[config.mk]
export PLATFORM = sky130hd
export DESIGN_NAME = adxl345_spi_responder
export DESIGN_NICKNAME = d
export VERILOG_FILES = /design/src/rtl/adxl_emu_pkg.sv /design/src/rtl/spi_sync_edge.sv /design/src/rtl/adxl345_spi_responder.sv
export SDC_FILE = /design/constraint.sdc
export NUM_CORES = 1
export LEC_CHECK = 0
export ABC_CLOCK_PERIOD_IN_PS = 7800
export CORE_MARGIN = 5
export CORE_UTILIZATION = 52
export DETAILED_ROUTE_END_ITERATION = 6
export GPL_TIMING_DRIVEN = 0
export MAX_ROUTING_LAYER = met4
export PLACE_DENSITY_LB_ADDON = 0.3
export SYNTH_ARGS = -nofsm -noshare
export SYNTH_HDL_FRONTEND = slang
export SYNTH_SLANG_ARGS = --single-unit
[constraint.sdc]
create_clock -name clk_clk -period 7.8 [get_ports clk_clk]
set_input_delay 0.78 -clock clk_clk [delete_from_list [all_inputs] [get_ports clk_clk]]
set_output_delay 0.78 -clock clk_clk [all_outputs]
set_load 0.005 [all_outputs]
[src/rtl/adxl_emu_pkg.sv]
// Shared constants for the ADXL345 SPI responder: register map, reset values,
// FSM states and INT_SOURCE bit positions.
package adxl_emu_pkg;

    localparam logic [5:0] ADDR_DEVID      = 6'h00;
    localparam logic [5:0] ADDR_BW_RATE    = 6'h2C;
    localparam logic [5:0] ADDR_POWER_CTL  = 6'h2D;
    localparam logic [5:0] ADDR_INT_ENABLE = 6'h2E;
    localparam logic [5:0] ADDR_INT_SOURCE = 6'h30;
    localparam logic [5:0] ADDR_DATAX0     = 6'h32;
    localparam logic [5:0] ADDR_DATAZ1     = 6'h37;

    localparam logic [7:0] BW_RATE_RST     = 8'h0A;

    localparam int POWER_CTL_MEASURE_BIT   = 3;
    localparam int INT_ENABLE_DREADY_BIT   = 7;
    localparam int INT_SOURCE_DREADY_BIT   = 7;

    typedef enum logic [1:0] {
        ST_IDLE,
        ST_CMD,
        ST_WDATA,
        ST_RDATA
    } spi_state_e;

    function automatic logic [7:0] reg_reset_val(input logic [5:0] addr);
        return (addr == ADDR_BW_RATE) ? BW_RATE_RST : 8'h00;
    endfunction

    function automatic logic is_data_reg(input logic [5:0] addr);
        return (addr >= ADDR_DATAX0) && (addr <= ADDR_DATAZ1);
    endfunction

    function automatic logic is_writable(input logic [5:0] addr);
        return (addr != ADDR_DEVID) && (addr != ADDR_INT_SOURCE) && !is_data_reg(addr);
    endfunction

endpackage

[src/rtl/spi_sync_edge.sv]
// N-stage synchronizer for one asynchronous pin, with single-cycle rise and
// fall pulses derived from the synchronized level.
module spi_sync_edge #(
    parameter int   STAGES    = 2,
    parameter logic RESET_VAL = 1'b1
) (
    input  logic clk,
    input  logic rst_n,
    input  logic din,
    output logic dout,
    output logic rise,
    output logic fall
);

    logic [STAGES-1:0] sync_q;
    logic [STAGES-1:0] sync_d;
    logic              prev_q;
    logic              prev_d;

    always_comb begin
        sync_d = (sync_q << 1) | STAGES'(din);
        prev_d = sync_q[STAGES-1];
    end

    // Reset to the pin's idle level so release of reset never fakes an edge.
    always_ff @(posedge clk or negedge rst_n) begin
        if (!rst_n) begin
            sync_q <= {STAGES{RESET_VAL}};
            prev_q <= RESET_VAL;
        end else begin
            sync_q <= sync_d;
            prev_q <= prev_d;
        end
    end

    assign dout = sync_q[STAGES-1];
    assign rise = dout & ~prev_q;
    assign fall = ~dout & prev_q;

endmodule

[src/rtl/adxl345_spi_responder.sv]
// Device-side emulation of the ADXL345 on a 3-wire mode-3 SPI link: command
// decode, 64x8 register file, fabric-injected samples and DATA_READY on INT1.
module adxl345_spi_responder
    import adxl_emu_pkg::*;
#(
    parameter logic [7:0] DEVID       = 8'hE5,
    parameter int         SYNC_STAGES = 2
) (
    input  logic        clk_clk,
    input  logic        reset_reset_n,
    input  logic        spi_sclk,
    input  logic        spi_cs_n,
    input  logic        spi_sdio_in,
    output logic        spi_sdio_out,
    output logic        spi_sdio_oe,
    output logic        spi_int,
    input  logic        sample_valid,
    input  logic [15:0] sample_x,
    input  logic [15:0] sample_y,
    input  logic [15:0] sample_z,
    output logic        measure_en,
    output logic [3:0]  data_rate
);

    // Pin index: 0 = SCLK, 1 = CS_N, 2 = SDIO.
    localparam logic [2:0] SYNC_RST = 3'b011;

    logic [2:0] pin_raw;
    logic [2:0] sync_lvl;
    logic [2:0] sync_rise;
    logic [2:0] sync_fall;

    assign pin_raw = {spi_sdio_in, spi_cs_n, spi_sclk};

    for (genvar gi = 0; gi < 3; gi++) begin : g_sync
        spi_sync_edge #(
            .STAGES    (SYNC_STAGES),
            .RESET_VAL (SYNC_RST[gi])
        ) u_sync (
            .clk   (clk_clk),
            .rst_n (reset_reset_n),
            .din   (pin_raw[gi]),
            .dout  (sync_lvl[gi]),
            .rise  (sync_rise[gi]),
            .fall  (sync_fall[gi])
        );
    end

    logic sclk_rise, sclk_fall, cs_rise, cs_fall, cs_active, sdio_s;
    logic sync_unused;

    assign sclk_rise   = sync_rise[0];
    assign sclk_fall   = sync_fall[0];
    assign cs_rise     = sync_rise[1];
    assign cs_fall     = sync_fall[1];
    assign cs_active   = ~sync_lvl[1];
    assign sdio_s      = sync_lvl[2];
    assign sync_unused = sync_lvl[0] ^ sync_rise[2] ^ sync_fall[2];

    spi_state_e  state_q, state_d;
    logic [2:0]  bit_cnt_q, bit_cnt_d;
    logic [7:0]  shift_q, shift_d;
    logic [5:0]  addr_q, addr_d;
    logic        mb_q, mb_d;
    logic        load_q, load_d;
    logic        data_ready_q, data_ready_d;
    logic        int_q, int_d;
    logic        pend_q, pend_d;
    logic [47:0] pend_data_q, pend_data_d;
    logic [7:0]  regs_q [64];
    logic [7:0]  regs_d [64];

    logic [7:0]  shift_in;
    logic [5:0]  addr_adv;
    logic        wr_en;
    logic        rd_done_z1;
    logic [7:0]  rd_byte;
    logic        sample_take;
    logic        apply;
    logic [47:0] apply_data;

    assign shift_in = {shift_q[6:0], sdio_s};
    assign addr_adv = mb_q ? addr_q + 6'd1 : addr_q;

    always_comb begin
        rd_byte = regs_q[addr_q];
        if (addr_q == ADDR_DEVID) begin
            rd_byte = DEVID;
        end else if (addr_q == ADDR_INT_SOURCE) begin
            rd_byte = 8'h00;
            rd_byte[INT_SOURCE_DREADY_BIT] = data_ready_q;
        end
    end

    always_comb begin
        state_d    = state_q;
        bit_cnt_d  = bit_cnt_q;
        shift_d    = shift_q;
        addr_d     = addr_q;
        mb_d       = mb_q;
        load_d     = load_q;
        wr_en      = 1'b0;
        rd_done_z1 = 1'b0;
        case (state_q)
            ST_IDLE: begin
                bit_cnt_d = 3'd0;
                if (cs_fall) begin
                    state_d = ST_CMD;
                end
            end
            ST_CMD: begin
                if (sclk_rise) begin
                    shift_d   = shift_in;
                    bit_cnt_d = bit_cnt_q + 3'd1;
                    if (bit_cnt_q == 3'd7) begin
                        addr_d  = shift_in[5:0];
                        mb_d    = shift_in[6];
                        load_d  = shift_in[7];
                        state_d = shift_in[7] ? ST_RDATA : ST_WDATA;
                    end
                end
            end
            ST_WDATA: begin
                if (sclk_rise) begin
                    shift_d   = shift_in;
                    bit_cnt_d = bit_cnt_q + 3'd1;
                    if (bit_cnt_q == 3'd7) begin
                        wr_en  = 1'b1;
                        addr_d = addr_adv;
                    end
                end
            end
            ST_RDATA: begin
                // Falling edges present the next bit; the first fall of each
                // byte loads the register addressed at that moment.
                if (sclk_fall) begin
                    if (load_q) begin
                        shift_d = rd_byte;
                        load_d  = 1'b0;
                    end else begin
                        shift_d = {shift_q[6:0], 1'b0};
                    end
                end
                if (sclk_rise) begin
                    bit_cnt_d = bit_cnt_q + 3'd1;
                    if (bit_cnt_q == 3'd7) begin
                        load_d     = 1'b1;
                        addr_d     = addr_adv;
                        rd_done_z1 = (addr_q == ADDR_DATAZ1);
                    end
                end
            end
            default: state_d = ST_IDLE;
        endcase
        if (cs_rise) begin
            state_d   = ST_IDLE;
            bit_cnt_d = 3'd0;
            load_d    = 1'b0;
        end
    end

    // Samples arriving mid-transfer are parked so a burst read never sees a
    // torn X/Y/Z set; the newest parked sample wins.
    always_comb begin
        sample_take = sample_valid & measure_en;
        pend_d      = pend_q;
        pend_data_d = pend_data_q;
        apply       = 1'b0;
        apply_data  = pend_data_q;
        if (sample_take && cs_active) begin
            pend_d      = 1'b1;
            pend_data_d = {sample_z, sample_y, sample_x};
        end else if (sample_take) begin
            apply      = 1'b1;
            apply_data = {sample_z, sample_y, sample_x};
            pend_d     = 1'b0;
        end else if (pend_q && !cs_active) begin
            apply  = 1'b1;
            pend_d = 1'b0;
        end
    end

    always_comb begin
        for (int i = 0; i < 64; i++) begin
            regs_d[i] = regs_q[i];
        end
        if (wr_en && is_writable(addr_q)) begin
            regs_d[addr_q] = shift_in;
        end
        if (apply) begin
            for (int i = 0; i < 6; i++) begin
                regs_d[ADDR_DATAX0 + 6'(i)] = apply_data[8*i +: 8];
            end
        end
    end

    always_comb begin
        data_ready_d = data_ready_q;
        if (rd_done_z1) begin
            data_ready_d = 1'b0;
        end
        if (apply) begin
            data_ready_d = 1'b1;
        end
        int_d = data_ready_q & regs_q[ADDR_INT_ENABLE][INT_ENABLE_DREADY_BIT];
    end

    always_ff @(posedge clk_clk or negedge reset_reset_n) begin
        if (!reset_reset_n) begin
            state_q      <= ST_IDLE;
            bit_cnt_q    <= 3'd0;
            shift_q      <= 8'h00;
            addr_q       <= 6'd0;
            mb_q         <= 1'b0;
            load_q       <= 1'b0;
            data_ready_q <= 1'b0;
            int_q        <= 1'b0;
            pend_q       <= 1'b0;
            pend_data_q  <= 48'd0;
            for (int i = 0; i < 64; i++) begin
                regs_q[i] <= reg_reset_val(6'(i));
            end
        end else begin
            state_q      <= state_d;
            bit_cnt_q    <= bit_cnt_d;
            shift_q      <= shift_d;
            addr_q       <= addr_d;
            mb_q         <= mb_d;
            load_q       <= load_d;
            data_ready_q <= data_ready_d;
            int_q        <= int_d;
            pend_q       <= pend_d;
            pend_data_q  <= pend_data_d;
            for (int i = 0; i < 64; i++) begin
                regs_q[i] <= regs_d[i];
            end
        end
    end

    assign spi_sdio_oe  = (state_q == ST_RDATA);
    assign spi_sdio_out = spi_sdio_oe & shift_q[7];
    assign spi_int      = int_q;
    assign measure_en   = regs_q[ADDR_POWER_CTL][POWER_CTL_MEASURE_BIT];
    assign data_rate    = regs_q[ADDR_BW_RATE][3:0];

endmodule

* After elaboration in Yosys (flattened, before gate mapping) *
Index checks and enable logic that the tools add are counted.

word-level totals
  flip-flop bits (word level) = 592
  output and inout port bits = 8

cells by class
  add/subtract/negate cells = 2
  order comparisons = 4
  equality and inequality tests = 18
  muxes and demuxes = 52
  bitwise gates (word level) = 15
  reductions and logical operators = 26

operators with widths
  cell                                                    number
  bitwise mux 512 bit                                     1
  2-to-1 mux 48 bit                                       3
  2-to-1 mux 112 bit                                      1
  2-to-1 mux 8 bit                                        8
  binary-select mux 8 bit (select 6 bit)                  1
  demux 8 bit (select 6 bit)                              1
  2-to-1 mux 6 bit                                        5
  2-to-1 mux 1 bit                                        21
  one-hot mux 8 bit (2 select lines)                      1
  equality test 6 bit (second input constant)             2
  inequality test 2 x 1 -> 1 bit (second input constant)  6
  one-hot mux 6 bit (2 select lines)                      1
  AND reduction 3 bit                                     3
  nonzero test 3 bit                                      3
  2-to-1 mux 2 bit                                        4
  nonzero test 2 bit                                      4
  bitwise AND 1 bit                                       7
  >= comparator 7 bit (second input constant)             1
  logical AND 1 bit                                       7
  < comparator 7 x 1 -> 1 bit (second input constant)     1
  NOT 6 -> 7 bit                                          1
  adder 6 x 1 -> 6 bit (second input constant)            1
  >= comparator 6 bit (second input constant)             1
  less-or-equal comparator 6 bit (second input constant)  1
  23 further kinds                                        32

* Longest topological paths before layout *
  depth after elaboration = 9
  depth in mapped cells = 13
  mapped depth without buffers = 9

* By module *
A second synthesis with hierarchy kept.

second synthesis, totals
  cells, all modules = 2036
  area total of the unflattened synthesis = 27356.2 sq um

modules (own cells, without submodules)
  module                                 instances  cells each  area each (sq um)
  adxl345_spi_responder                  1          2021        27078.5
  spi_sync_edge at g_sync[0].u_sync ...  2          5           93.8
  spi_sync_edge at g_sync[2].u_sync      1          5           90.1

* Worst setup path before layout *
OpenSTA, ideal clock, no wires.

  kind = flip-flop to flip-flop
  from = register addr_q[0]
  to = register regs_q[496] in the netlist's numbering
  library setup time = 0.125 ns
  data arrival time = 2.744 ns
  path slack = 4.931 ns
  cell stages (with the launch flop) = 13
  buffers on the path = 4
  period minus slack after synthesis = 2.869 ns
  cells stage by stage = dfrtp_1 -> buf_2 -> buf_4 -> inv_1 -> buf_2 -> buf_2 -> ha_1 -> or3b_1 -> nor3_2 -> nor2_1 -> nand2_2 -> nor2_2 -> mux2_2

on the way
  longest elaborated chain between the ends = 6

ends and longest elaborated chain
  element                                                                                   line                          RTL
  start: declaration                                                                        adxl345_spi_responder.sv:63   logic [5:0] addr_q, addr_d;
  start signal: assignment                                                                  adxl345_spi_responder.sv:227  addr_q <= addr_d;
  NOT 6 -> 7 bit (implied by the code)                                                      adxl345_spi_responder.sv:188  regs_d[addr_q] = shift_in;
  >= comparator 7 bit (implied by the code) or < comparator 7 x 1 -> 1 bit (tied branches)  adxl345_spi_responder.sv:188
  logical AND 1 bit (implied by the code)                                                   adxl345_spi_responder.sv:188
  2-to-1 mux 8 bit (implied by the code)                                                    adxl345_spi_responder.sv:188
  demux 8 bit (select 6 bit)                                                                adxl345_spi_responder.sv:188
  bitwise mux 512 bit                                                                       adxl345_spi_responder.sv:188
  end signal: indexed assignment                                                            adxl345_spi_responder.sv:221  regs_q[i] <= reg_reset_val(6'(i));
  end signal: indexed assignment                                                            adxl345_spi_responder.sv:235  regs_q[i] <= regs_d[i];
  end: declaration                                                                          adxl345_spi_responder.sv:70   logic [7:0] regs_q [64];

Parallel ways exist; a longest one is shown, timed or not.
A chain may end at the register's enable or synchronous reset.

* Worst setup path in the final report *
  from = register addr_q[0]
  to = register regs_q[192] in the netlist's numbering

Same word-level chain as after synthesis.

==> flow_summary.json <==
{
  "status": "finished, violations left",
  "violations": "max-capacitance violations, max-slew violations",
  "critical_path.max_stage_delay_ns": 0.60,
  "combinationalPowerShare_pct": 34.5,
  "hold_viol": 0,
  "p_per_area_nw_per_um2": 306,
  "syn-cell-area_um2": 27500,
  "hold_slack_ns": 0.193,
  "initial_core_util_pct": 52.4,
  "grt_usage_pct": 36.7,
  "die_h_um": 240,
  "worstPathRequired_ns": 8.29,
  "grt_max_degree": 112,
  "cts-resized-gates": 0,
  "wire_per_inst_um": 33.6,
  "clock.fmax_mhz": 208,
  "crit_top_cell": "buf_2",
  "tns_ns": 0,
  "synth_cell_types": 62,
  "place_ws_ns": 3.22,
  "swShare_pct": 42.2,
  "drtIter0Drc": 2467,
  "critPathSlowestCell": "buf_2",
  "cts_setup_buffers": 0,
  "design_area_um2": 31100,
  "intPower_mw": 5.50,
  "crit_chain": "buf_2 -> buf_4 -> inv_1 -> buf_2 -> buf_2 -> ha_1 -> or3b_1 -> nor3_2 -> nor4_4 -> nand2_1 -> mux2_2",
  "dp_hpwl_mm": 70.2,
  "crit_type": "register to register",
  "grt_pass1_vias": 20600,
  "hp-class": "input pin to async pin",
  "cp-end-kind": "register",
  "area_delta_synth_final_pct": 13.4,
  "finalMaxSlewViolations": 2,
  "cts_made_buffers": 66,
  "ys_seq_elements": 592,
  "power.share.clock_pct": 31.7,
  "placed_cell_area_um2": 29100,
  "netSwitchingPower_mw": 4.01,
  "root_buffer": "clkbuf_16",
  "critPathMaxFanout": 11,
  "die_w_um": 240,
  "io_pins": 62,
  "crit_start": "addr_q[0]",
  "dieArea_um2": 57500,
  "utilization_pct": 59.4,
  "r2r_slack_ns": 2.98,
  "r2r-start": "addr_q[0]",
  "synth.most_common_cell": "dfrtp_1",
  "yosysWarnings": 0,
  "cts_tree": "done",
  "synth_top_area_cell": "dfrtp_1",
  "finalSetupViolCount": 0,
  "r2r-end": "regs_q[192]",
  "path_depth": 11,
  "drive_gt1_share_pct": 32.5,
  "reg2regPathDepth": 11,
  "cts_hold_repair.buffers": 0,
  "min_period_ns": 4.82,
  "io_buffers": 61,
  "drt_first_pass_iters": 6,
  "place_congestion": 1.07,
  "tightestPinTransition_ns": 1.60,
  "p_total_mw": 9.52,
  "synth_top_area_share_pct": 53.2,
  "cap_violations": 1,
  "synthFlopType": "dfrtp_1",
  "placed_cells_incl_taps": 2926,
  "leakagePower_nw": 14.6,
  "syn-instance-count": 2172,
  "clock_skew_ns": 0.0221,
  "clk_pin_slew_ns": 0.06,
  "cts_sinks": 592,
  "final_nets": 2370,
  "routed_wl_mm": 102,
  "endpoint": "regs_q[192]",
  "rsz0062_at_grt": "no",
  "overflow": 0,
  "drc": 0,
  "dr_total_vias": 20400,
  "ctsHtreeMaxLevel": 3,
  "seqPwrFrac_pct": 33.8,
  "cp_top_family": "buffers and inverters",
  "clk_latency_ns": 0.63,
  "startpoint_type": "register",
  "syn_avg_cell_area_um2": 12.6,
  "clockBufferDepth": 3,
  "ys_seq_area_share_pct": 54.0,
  "synth-edff-count": 0,
  "ys_top_cells_by_area": "dfrtp_1 53%, mux2_2 21%, mux4_2 2.5%",
  "crit_arrival_ns": 5.31,
  "fin_crit_sh_pct": 61.8,
  "grt_antenna_before_repair": 6,
  "antenna_left": 0,
  "via_per_inst": 6.70,
  "relSlewSlack_pct": -9.48,
  "synth_common_cells": "584 x dfrtp_1, 506 x mux2_2, 120 x nand2_1, 107 x clkbuf_1, 107 x nor2_1",
  "critPathBufInv": 5,
  "grt_first_pass_wirelength_mm": 147,
  "irDropWorstVdd_mv": 0.177,
  "rows": 84,
  "synth_nets": 2236,
  "async_reset_ff_share_pct": 100,
  "setup_slack_ns": 2.98,
  "finalNonFillerCells": 3043,
  "design.core.area_um2": 52400
}
-- layout make-up --
cell class	count	area (um^2)
Sequential cell	592	14800
Buffer	171	820
Fill cell	4161	21300
Inverter	9	33.8
Clock inverter	15	140
Timing Repair Buffer	66	753
Clock buffer	98	1900
Tap cell	688	861
Antenna cell	4	10.0
Multi-Input combinational cell	1400	11800
-- logic make-up after synthesis --
| kind of cell | share of synthesized area, % |
|---|---|
| AOI/OAI and AO/OA | 9.88 |
| adders and majority gates | 0.456 |
| and+or+nand+nor | 6.34 |
| DFF | 54.0 |
| xor gates and xnor gates | 0.0319 |
| buffers and inverters | 3.10 |
| muxes | 26.2 |
-- metal layers --
| layer | track usage (%) | wire [um] |
|---|---|---|
| met2 | 52.5 | 44900 |
| met5 | - | 0 |
| met1 | 47.8 | 39800 |
| met4 | 18.1 | 6220 |
| met3 | 11.2 | 11300 |
-- layout by cell type, fill, tap and decap left out, drive strengths merged, types with 2 or more instances in the layout --
cell type | Yosys | final
a31oi | 4 | 4
inv | 9 | 13
clkdlybuf4s50 | 0 | 60
o21ai | 81 | 81
clkinv | 0 | 9
a2111oi | 2 | 2
o22ai | 69 | 69
a221o | 9 | 9
a221oi | 55 | 55
a211oi | 8 | 8
nor3 | 15 | 15
o211ai | 7 | 7
nor4 | 6 | 6
ha | 10 | 10
mux4 | 31 | 31
o221ai | 8 | 8
clkbuf | 108 | 206
nand2b | 10 | 10
a21o | 4 | 4
diode | 0 | 4
a21oi | 105 | 105
dfrtp | 584 | 584
nand2 | 127 | 127
nor2 | 150 | 150
nand3 | 9 | 9
mux2 | 529 | 529
dfstp | 8 | 8
and3 | 3 | 3
or3b | 2 | 2
a22o | 15 | 15
or2 | 5 | 5
a22oi | 40 | 40
mux2i | 54 | 54
nor2b | 10 | 10
or3 | 4 | 4
and2 | 14 | 14
buf | 63 | 69
-- power by group through the flow --
stage | logic [mW] | clock network, mW | registers (mW)
after floorplan | 1.43 | 0 | 3.21
after global placement | 3.08 | 0 | 3.27
after detailed placement | 3.10 | 0 | 3.26
after CTS | 3.10 | 3.03 | 3.21
after global routing | 3.22 | 3.16 | 3.21
final | 3.29 | 3.02 | 3.21
-- worst min path at each step --
stage	from	to	slack [ns]	depth (start not counted)
CTS	reset_reset_n	shift_q[6]	0.21	1
floorplan	g_sync[2].u_sync.sync_q[0]	g_sync[2].u_sync.sync_q[1]	0.33	0
finish	reset_reset_n	shift_q[6]	0.19	1
global placement	g_sync[2].u_sync.sync_q[0]	g_sync[2].u_sync.sync_q[1]	0.34	0
global route	reset_reset_n	shift_q[6]	0.26	1
detailed placement	g_sync[2].u_sync.sync_q[0]	g_sync[2].u_sync.sync_q[1]	0.34	0
-- registers in the layout, summed over array words and instances, names as in the netlist, 3 cells and up --
name	count
pend_data_q	48
g_sync.u_sync.sync_q	6
bit_cnt_q	3
data_rate	4
addr_q	6
shift_q	8
regs_q	507
No activity file was read; power rests on OpenSTA's default activity.
